[src/rtl/fetch_unit.sv]
// fetch_unit: instruction fetch stage feeding an IF/ID pipeline register.
//
// Holds the fetch PC and drives it straight to instruction memory, which answers
// combinationally on M_instruction. Each normal cycle the returned word is latched
// into IF/ID together with its PC. The stage supports decode-side stalls, branch
// redirects that flush the wrong-path word, and a halt opcode that parks fetch
// until reset.
//
// Ports:
//   clk            in   1   sole clock, rising edge
//   reset          in   1   synchronous, active-high reset
//   stall          in   1   hold PC and IF/ID (level)
//   br_taken       in   1   redirect pulse from execute
//   br_target      in  12   redirect PC, used when br_taken=1
//   M_instruction  in  16   instruction memory read data for PCAdd_pc
//   PCAdd_pc       out 12   current fetch PC
//   ID_instruction out 16   registered IF/ID instruction
//   ID_pc          out 12   PC of ID_instruction
//   ID_valid       out  1   ID_instruction is a real fetched word
//   halted         out  1   fetch stopped by halt opcode
module fetch_unit #(
  parameter logic [11:0] RESET_PC    = 12'h000,
  parameter logic [15:0] NOP_INSTR   = 16'h0000,
  parameter logic [3:0]  HALT_OPCODE = 4'hF
) (
  input  logic        clk,
  input  logic        reset,
  input  logic        stall,
  input  logic        br_taken,
  input  logic [11:0] br_target,
  input  logic [15:0] M_instruction,
  output logic [11:0] PCAdd_pc,
  output logic [15:0] ID_instruction,
  output logic [11:0] ID_pc,
  output logic        ID_valid,
  output logic        halted
);

  typedef enum logic [0:0] {
    StRun    = 1'b0,
    StHalted = 1'b1
  } state_e;

  state_e      r_state;
  state_e      w_state_next;
  logic [11:0] r_pc;
  logic [11:0] w_pc_next;
  logic [15:0] r_id_instr;
  logic [15:0] w_id_instr_next;
  logic [11:0] r_id_pc;
  logic [11:0] w_id_pc_next;
  logic        r_id_valid;
  logic        w_id_valid_next;

  logic        w_is_halt;
  logic [11:0] w_pc_inc;

  assign w_is_halt = (M_instruction[15:12] == HALT_OPCODE);
  // 12-bit add wraps naturally from 12'hFFF to 12'h000.
  assign w_pc_inc  = r_pc + 12'd1;

  always_comb begin
    w_state_next    = r_state;
    w_pc_next       = r_pc;
    w_id_instr_next = r_id_instr;
    w_id_pc_next    = r_id_pc;
    w_id_valid_next = r_id_valid;

    unique case (r_state)
      StRun: begin
        if (br_taken) begin
          // Redirect beats stall and halt: the word at the old PC is wrong-path.
          w_pc_next       = br_target;
          w_id_instr_next = NOP_INSTR;
          w_id_pc_next    = r_pc;
          w_id_valid_next = 1'b0;
        end else if (stall) begin
          // Hold everything; a halt word under stall is seen again next cycle.
        end else begin
          w_id_instr_next = M_instruction;
          w_id_pc_next    = r_pc;
          w_id_valid_next = 1'b1;
          if (w_is_halt) begin
            // PC parks on the halt word.
            w_state_next = StHalted;
          end else begin
            w_pc_next = w_pc_inc;
          end
        end
      end
      StHalted: begin
        // Drain a bubble into decode; stall and br_taken have no effect here.
        w_id_instr_next = NOP_INSTR;
        w_id_valid_next = 1'b0;
      end
      default: begin
        w_state_next = StRun;
      end
    endcase
  end

  always_ff @(posedge clk) begin
    if (reset) begin
      r_state    <= StRun;
      r_pc       <= RESET_PC;
      r_id_instr <= NOP_INSTR;
      r_id_pc    <= 12'h000;
      r_id_valid <= 1'b0;
    end else begin
      r_state    <= w_state_next;
      r_pc       <= w_pc_next;
      r_id_instr <= w_id_instr_next;
      r_id_pc    <= w_id_pc_next;
      r_id_valid <= w_id_valid_next;
    end
  end

  assign PCAdd_pc       = r_pc;
  assign ID_instruction = r_id_instr;
  assign ID_pc          = r_id_pc;
  assign ID_valid       = r_id_valid;
  assign halted         = (r_state == StHalted);

endmodule

[config.mk]
export PLATFORM = sky130hd
export DESIGN_NAME = fetch_unit
export DESIGN_NICKNAME = d
export VERILOG_FILES = /design/src/rtl/fetch_unit.sv
export SDC_FILE = /design/constraint.sdc
export NUM_CORES = 1
export LEC_CHECK = 0
export BUFFER_PORTS_ARGS = -buffer_cell sky130_fd_sc_hd__clkbuf_2
export CAP_MARGIN = 20
export CELL_PAD_IN_SITES_DETAIL_PLACEMENT = 2
export CELL_PAD_IN_SITES_GLOBAL_PLACEMENT = 2
export CORE_ASPECT_RATIO = 1.1
export CORE_MARGIN = 1
export CORE_UTILIZATION = 23
export DETAILED_ROUTE_END_ITERATION = 16
export PLACE_DENSITY_LB_ADDON = 0.1
export SLEW_MARGIN = 5
export SYNTH_ARGS = -nofsm -noshare
export SYNTH_HDL_FRONTEND = slang
export SYNTH_SLANG_ARGS = --single-unit
[constraint.sdc]
create_clock -name clk -period 2.9 [get_ports clk]
set_input_delay 0.29 -clock clk [delete_from_list [all_inputs] [get_ports clk]]
set_output_delay 0.29 -clock clk [all_outputs]
set_load 0.1 [all_outputs]
==> results of run 1 <==
-- power by group --
| part | switching, mW | internal, mW | leakage [nW] | total [mW] |
|---|---|---|---|---|
| Clock | 0.213 | 0.257 | 0.0514 | 0.470 |
| Sequential | 0.0291 | 0.605 | 0.343 | 0.634 |
| Combinational | 0.296 | 0.0717 | 0.623 | 0.368 |
| Total | 0.538 | 0.934 | 1.02 | 1.47 |
-- worst max-delay path: stages (launching register included) --
cell      delay (ps)
dfxtp_1          470
and4_1           410
nand2_4           90
or4_1            470
a311oi_1         280
-- flip-flops by register name, summed over array words and instances, names as in the netlist --
name            flops
halted              1
PCAdd_pc           12
ID_instruction     16
ID_valid            1
ID_pc              12
-- kinds of logic (layout without fill, tap and decap cells) --
| group | after synthesis | count (layout) |
|---|---|---|
| flip-flops | 42 | 42 |
| multiplexers | 2 | 2 |
| adder cells (fa/ha/maj) | 1 | 1 |
| buffers and inverters | 17 | 88 |
| AND/OR/NAND/NOR | 85 | 85 |
| AO/OA/AOI/OAI | 70 | 70 |
-- per-layer routing --
metal  vias up  wire [um]  track usage (%)
met3         5        280             3.81
met1       933       2630             18.5
met5         -          0                0
li1        915          -                -
met2        46       2980             27.1
met4         0         58             3.75
-- stage by stage --
stage                     setup WS, ps  total power [mW]  util [%]  instance area, um^2
after floorplan                    579             0.934         -                 1810
after global placement            1070              1.02      29.7                 2250
after detailed placement          1030              1.02      29.7                 2250
after CTS                         1070              1.50      31.2                 2360
after global routing               952              1.54      31.2                 2360
final                             1080              1.47      31.2                 2360
-- worst max path at each step --
stage	startpoint	slack (ps)	end
finish	PCAdd_pc[4]	1080	PCAdd_pc[11]
global route	PCAdd_pc[4]	950	PCAdd_pc[11]
CTS	PCAdd_pc[4]	1070	PCAdd_pc[11]
detailed placement	br_taken	1030	PCAdd_pc[0]
global placement	br_taken	1070	PCAdd_pc[0]
floorplan	PCAdd_pc[3]	580	PCAdd_pc[11]
-- cells in the final DEF, fill, tap and decap left out, types with 3 or more instances in the layout --
cell type   n
nand2_1    37
nand2b_1    3
dfxtp_1    42
a311oi_1    3
buf_4       5
nand3_1     4
o21ai_0     8
nand4_1     5
nor2_1     26
a22oi_1    16
clkbuf_8    5
o211ai_1    3
a21oi_1    27
clkbuf_2   73
-- synthesized netlist by cell type, types with 2 or more instances --
library cell   n
o21ai_0        8
a311oi_1       3
nand3_1        4
a21oi_1       27
buf_6          3
nand2b_1       3
a21o_1         2
mux2i_1        2
or3_1          2
and3_1         2
or4_1          2
nor2_1        26
inv_1          2
a22oi_1       16
a211oi_1       2
nand4_1        5
a31oi_1        2
clkbuf_1       9
nand2_1       37
dfxtp_1       42
o211ai_1       3
-- layout make-up --
cell class	instances	area, um^2	area share (%)
Inverter	2	7.51	0.319
Timing Repair Buffer	78	403	17.1
Tap cell	105	131	5.58
Multi-Input combinational cell	158	863	36.6
Clock inverter	2	37.5	1.59
Clock buffer	6	72.6	3.08
Sequential cell	42	841	35.7
==> metrics.md, run 1 <==
| Metric | Value |
|---|---|
| Outcome | finished, final reports clean |
| R2r setup slk | 1080 ps |
| Share of layout cells above drive strength 1 | 30.9% |
| Hold depth | 3 |
| Pwr/cell area | 625 nW/um^2 |
| Leak | 1.02 nW |
| Yosys reg bits | 42 |
| Setup crit end kind | register |
| Inst Count DP | 385 |
| Peak VDD IR | 0.000189 V |
| Area growth syn-to-layout | 30.2% |
| Synth top area cells | dfxtp_1 46%, nand2_1 7.7%, a21oi_1 7.5% |
| Simple-gate share of the synthesized area | 21.2% |
| Largest family of logic cells by synthesized area | compound AO/OA/AOI/OAI gates |
| TritonCTS Sinks | 42 |
| Headroom to the max-slew limit | 38.1% |
| Mux contribution to synthesized area | 1.11% |
| Clock Tree Buf Depth | 2 |
| Vias in the first global route | 1944 |
| Hpwl dp | 4290 um |
| Leading area contributor after synthesis | dfxtp_1 |
| CTS root buf | clkbuf_8 |
| RSZ-0062 raised after global routing | no |
| Synth cell types | 36 |
| Final Setup Violations | 0 |
| Number of nets in the layout | 320 |
| Total congestion overflow | 0 |
| Largest net degree at the start of global routing | 43 |
| Sequential share of the synthesized area | 46.5% |
| Antenna Nets Post-Route | 0 |
| Max Freq | 0.550 GHz |
| Vias/cell | 4.83 |
| CP Launch Type | register |
| Fin crit period | 1820 ps |
| Max FO, Critical Path | 8 |
| Clk_lat worst skew | 290 ps |
| Syn avg cell area | 8.34 um^2 |
| Post-Synth Adder-Cell Area | 0.692% |
| Core ar. | 7560 um^2 |
| Cells after Synth | 217 |
| Area share of the largest cell type after synthesis | 46.5% |
| Antenna Cells | 0 |
| Hold Path Origin | M_instruction[10] |
| Die Ht | 95.0 um |
| Worst hold path class | input port to register |
| Post-synth EDFFs | 0 |
| Hold_ws | 239 ps |
| CTS resizes | 0 |
| PortBufs | 73 |
| Row cnt | 33 |
| Reg clk slew, reported paths | 90 ps |
| Initial core utilization | 23.9% |
| Total global routing track utilization | 15.3% |
| Routed WL | 5950 um |
| Pre-antenna DRT Iters | 4 |
| CTS buffer count | 5 |
| Hold endpoint | ID_instruction[10] |
| Compound-Gate Fraction of Synth Area | 24.8% |
| Fillcell total | 918 |
| Max Slew Vio Count | 0 |
| Die W | 86.6 um |
| CP Class | register to register |
| Die area | 8230 um^2 |
| Max_cap viols | 0 |
| H-tree Lvls | 2 |
| Placer congestion estimate | 0.686 |
| R2R depth | 4 |
| WP data arrival | 2000 ps |
| Initial antenna violation count | 0 |
| TNS Setup | 0 ps |
| WL/cell | 15.1 um |
| Synth Area in XOR/XNOR | 0% |
| Fin crit share | 62.7% |
| Top_reg_cell synth | dfxtp_1 |
| Ports | 74 |
| Synth Net Count | 250 |
| # DRC | 0 |
| Ys async rst share | 0% |
| Synth warn | 0 |
| Setup bufs post-CTS | 0 |
| Cts hold-fix bufs | 0 |
| R2r startpoint | PCAdd_pc[4] |
| Synthesized area | 1810 um^2 |
| Initial drt markers | 57 |
| RR Endpoint | PCAdd_pc[11] |
| Worst slew pin tran | 928 ps |
| CTS tree | built |
| Total number of vias | 1899 |
| CP required | 3090 ps |
| Layout Cells excl Fill | 393 |
| Final Hold Fails | 0 |
| First-pass GRT wire length | 9720 um |
| Final setup skew | 6.15 ps |
Note: power is estimated with default switching activity, not from simulation.
==> run 2: changes to the inputs <==
- clock period: 2.9 -> 1.49 ns (I/O delays scaled with it)
==> run 2 against run 1 <==
  * Maximum frequency rose by 28%
  * Global-route usage rose by 0.44 points
  * Clock power up 66%
  * Routed wire length increased by 1.2%
  * Cell area rose by 7.3%
  * Largest cell class unchanged
  * Non-clock buffer count up 17
  * Power grew 88%
  * Critical endpoint unchanged
==> metrics.md, run 2 (synthesized netlist as in run 1, its figures left out) <==
| Metric | Value |
|---|---|
| Routed WL | 6020 um |
| Peak VDD IR | 0.000385 V |
| R2r startpoint | PCAdd_pc[6] |
| Hpwl dp | 4520 um |
| Final Util | 33.5% |
| PnR worst setup slack | 71.2 ps |
| Inst Count DP | 402 |
| Hold Path Origin | M_instruction[9] |
| Worst hold path class | input port to register |
| Max Slew Vio Count | 0 |
| Total congestion overflow | 0 |
| Sequential power share | 43.9% |
| CTS buffer count | 5 |
| Fin crit share | 95.2% |
| Area growth syn-to-layout | 39.8% |
| Gate power share | 28.0% |
| CTS tree | built |
| Final setup skew | 6.07 ps |
| R2r setup slk | 70 ps |
| Most frequent cells in the layout | 71 x clkbuf_2, 37 x nand2_1, 30 x dfxtp_1 |
| Layout Cells excl Fill | 410 |
| Antenna Cells | 0 |
| PortBufs | 73 |
| Net Sw Power | 1.05 mW |
| Placed inst area | 2410 um^2 |
| Fin crit period | 1420 ps |
| CP required | 1690 ps |
| Clock Tree Buf Depth | 2 |
| Pre-antenna DRT Iters | 4 |
| Ports | 74 |
| Fin area | 2530 um^2 |
| Die area | 8230 um^2 |
| TNS Setup | 0 ps |
| First-pass GRT wire length | 10000 um |
| CP Launch Type | register |
| Total chip power | 2.77 mW |
| CP Class | register to register |
| CTS root buf | clkbuf_8 |
| Die Ht | 95.0 um |
| Placer congestion estimate | 0.679 |
| Most common cell after layout, fill and taps aside | clkbuf_2 |
| Sw Share | 37.7% |
| Row cnt | 33 |
| Initial antenna violation count | 0 |
| Final Setup Violations | 0 |
| # DRC | 0 |
| Clk_lat worst skew | 290 ps |
| Reg clk slew, reported paths | 80 ps |
| Max_cap viols | 0 |
| Die W | 86.6 um |
| Pre-CTS setup slack | -31.1 ps |
| Vias in the first global route | 2029 |
| Cell internal pwr | 1.73 mW |
| Number of nets in the layout | 337 |
| Hold_ws | 102 ps |
| Leak | 1.11 nW |
| Pwr/cell area | 1100 nW/um^2 |
| Largest net degree at the start of global routing | 27 |
| CP Launch Point | PCAdd_pc[6] |
| R2R depth | 4 |
| Max FO, Critical Path | 4 |
| Core ar. | 7560 um^2 |
| H-tree Lvls | 2 |
| End of the critical path | PCAdd_pc[11] |
| Initial drt markers | 36 |
| RR Endpoint | PCAdd_pc[11] |
| Max Freq | 0.705 GHz |
| Worst slew pin tran | 559 ps |
| Outcome | finished, final reports clean |
| RSZ-0062 raised after global routing | no |
| Max reg flops | 16 |
| Setup crit end kind | register |
| Share of layout cells above drive strength 1 | 40.3% |
| Total number of vias | 1942 |
| Initial core utilization | 23.9% |
| Clk network pwr share | 28.1% |
| Antenna Nets Post-Route | 0 |
| WL/cell | 14.7 um |
| Vias/cell | 4.74 |
| Hold depth | 3 |
| Total global routing track utilization | 15.7% |
| Final Hold Fails | 0 |
| WP data arrival | 1620 ps |
| Headroom to the max-slew limit | 62.9% |
| TritonCTS Sinks | 42 |
[run 2: power by group through the flow]
stage,clock [mW],combinational (mW),sequential [mW]
after floorplan,0,0.169,1.65
after global placement,0,0.779,1.24
after detailed placement,0,0.782,1.25
after CTS,0.830,0.783,1.22
after global routing,0.863,0.828,1.23
final,0.778,0.778,1.22
[run 2: how the worst min path moves through the flow]
stage,slack (ps),to
after floorplan,310,PCAdd_pc[0]
after global placement,400,ID_instruction[11]
after detailed placement,410,ID_instruction[10]
after CTS,90,ID_instruction[3]
after global routing,110,ID_instruction[7]
final,100,ID_instruction[9]
[run 2: final cells by class]
| class | instances | area [um^2] |
|---|---|---|
| repair buffers | 95 | 536 |
| fillers | 917 | 5030 |
| inverters | 2 | 7.51 |
| clock buffers | 6 | 82.6 |
| clock inverters | 2 | 11.3 |
| well taps | 105 | 131 |
| multi-input cells | 158 | 882 |
| flip-flops and latches | 42 | 878 |
[run 2: routing by layer]
| layer | GRT usage (%) | part of all wire (%) | vias up | wire, um |
|---|---|---|---|---|
| met3 | 3.81 | 5.2 | 6 | 312 |
| li1 | - | - | 948 | - |
| met5 | 0 | 0 | - | 0 |
| met4 | 3.75 | 1.0 | 0 | 63 |
| met1 | 18.7 | 43 | 941 | 2570 |
| met2 | 28.5 | 51 | 47 | 3070 |
[run 2: critical path: stages, from the launching register on]
cell and delay, ps:
dfxtp_4 350, and4_4 250, nand2_4 60, or4_1 400
a311oi_1 280
[run 2: what timing repair did]
action	in CTS	in global routing
pin swaps	3	0
hold buffers	0	0
endpoints found under the setup margin	1	9
resized for setup	2	5
buffers inserted	0	0
==> run 3: changes to the inputs <==
- clock period: 1.49 -> 1.6 ns (I/O delays scaled with it)
==> run 3 against run 2 <==
  * Worst setup slack got worse by 1.8 ps
  * Non-clock buffer count decreased by 7
  * Combinational power shrank 11%
  * Count of clock-buffer cells in the layout unchanged
  * Maximum frequency fell by 7.3%
  * Register-to-register slack is essentially flat
  * Utilization fell by 0.83 points
  * Power shrank 7.8%
  * First-iteration DRC count up 31%
==> metrics.md, run 3 (synthesized netlist as in run 1, its figures left out) <==
| Metric | Value |
|---|---|
| Area growth syn-to-layout | 36.3% |
| Highest-delay cell along the critical path | or4_1 |
| CP Cell Sequence | and4_4 -> nand2_4 -> or4_1 -> a311oi_1 |
| Fin crit share | 95.7% |
| Max Slew Vio Count | 0 |
| Clock Tree Buf Depth | 2 |
| CTS buffer count | 5 |
| Final Hold Fails | 0 |
| CTS root buf | clkbuf_8 |
| Number of nets in the layout | 330 |
| CP Class | register to register |
| Total chip power | 2.56 mW |
| Pre-antenna DRT Iters | 4 |
| Largest net degree at the start of global routing | 26 |
| Fin area | 2470 um^2 |
| Vias/cell | 4.78 |
| Initial core utilization | 23.9% |
| Fin crit period | 1530 ps |
| R2r startpoint | PCAdd_pc[5] |
| Routed WL | 6220 um |
| CP Launch Point | PCAdd_pc[5] |
| First-pass GRT wire length | 10100 um |
| Max FO, Critical Path | 6 |
| Most common cell after layout, fill and taps aside | clkbuf_2 |
| H-tree Lvls | 2 |
| Pwr/cell area | 1040 nW/um^2 |
| Reg clk slew, reported paths | 90 ps |
| Headroom to the max-slew limit | 63.4% |
| Ports | 74 |
| Vias in the first global route | 1985 |
| Peak VDD IR | 0.000336 V |
| Die Ht | 95.0 um |
| WL/cell | 15.4 um |
| CTS tree | built |
| Total congestion overflow | 0 |
| RSZ-0062 raised after global routing | no |
| Hold Path Origin | M_instruction[7] |
| Total global routing track utilization | 15.8% |
| Hpwl dp | 4640 um |
| Max reg flops | 16 |
| Max_cap viols | 0 |
| Pre-CTS setup slack | 56.9 ps |
| CP required | 1800 ps |
| Cts hold-fix bufs | 0 |
| # DRC | 0 |
| Total number of vias | 1926 |
| Share of layout cells above drive strength 1 | 37.6% |
| Worst slew pin tran | 551 ps |
| Clk_lat worst skew | 300 ps |
| Die W | 86.6 um |
| Initial antenna violation count | 0 |
| Max Freq | 0.653 GHz |
| Kind of cell adding the most delay to the critical path | simple AND/OR/NAND/NOR gates |
| Placer congestion estimate | 0.697 |
| Antenna Cells | 0 |
| CP Launch Type | register |
| PnR worst setup slack | 69.4 ps |
| Final Setup Violations | 0 |
| Final Util | 32.6% |
| Placed inst area | 2380 um^2 |
| Leak | 1.07 nW |
| Row cnt | 33 |
| PortBufs | 73 |
| Setup crit end kind | register |
| WP data arrival | 1730 ps |
| Worst hold path class | input port to register |
| Initial drt markers | 47 |
| TritonCTS Sinks | 42 |
| Die area | 8230 um^2 |
| Outcome | finished, final reports clean |
| Most frequent cells in the layout | 73 x clkbuf_2, 37 x nand2_1, 31 x dfxtp_1 |
| TNS Setup | 0 ps |
| Antenna Nets Post-Route | 0 |
| Final setup skew | 8.88 ps |
| CP max stage delay | 460 ps |
| Buffers & Inverters on Critical Path | 0 |
| Core ar. | 7560 um^2 |
[run 3: cell count changes in the layout (fill, tap and decap cells not counted), sizes merged]
cell    delta
inv        -1
clkbuf     +2
buf        -9
clkinv     +1
[run 3: final cells by class]
cell class | count | area [um^2]
fillers | 907 | 5090
repair buffers | 88 | 490
inverters | 2 | 7.51
clock buffers | 6 | 72.6
flip-flops and latches | 42 | 872
multi-input cells | 158 | 878
clock inverters | 2 | 13.8
well taps | 105 | 131
[run 3: layer usage]
layer / GRT usage [%] / share of wire, % / up-vias
li1: - / - / 933
met1: 19.1 / 45 / 940
met2: 28.6 / 50 / 47
met3: 3.29 / 4.2 / 6
met4: 3.75 / 1.0 / 0
met5: 0 / 0 / -
[run 3: worst register-to-register path: cells and delay by family (launching register included)]
| family | cells | cell delay [ps] |
|---|---|---|
| AND/OR/NAND/NOR | 3 | 770 |
| flip-flops | 1 | 390 |
| AO/OA/AOI/OAI | 1 | 280 |
[run 3: path summary, 6_finish.rpt]
kind	slack [ps]	depth (start not counted)	to
max reg2reg	70	4	PCAdd_pc[11]
min	110	3	ID_instruction[7]
max	70	4	PCAdd_pc[11]
min reg2reg	460	2	ID_pc[6]
[run 3: stage by stage]
stage | cells | hold slack [ps]
2_1_floorplan | 217 | 320
3_3_place_gp | 395 | 409
3_5_place_dp | 395 | 424
4_1_cts | 403 | 107
5_1_grt | 403 | 111
6_report | 403 | 110
[run 3: report_power, final]
group	total (mW)	switching, mW	internal [mW]
combinational	0.696	0.546	0.149
sequential	1.15	0.0512	1.10
clock	0.713	0.404	0.309
[run 3: what timing repair did]
item                                    in CTS  in global routing
endpoints found under the setup margin       0                  2
buffers inserted                             0                  0
resized for setup                            0                  2
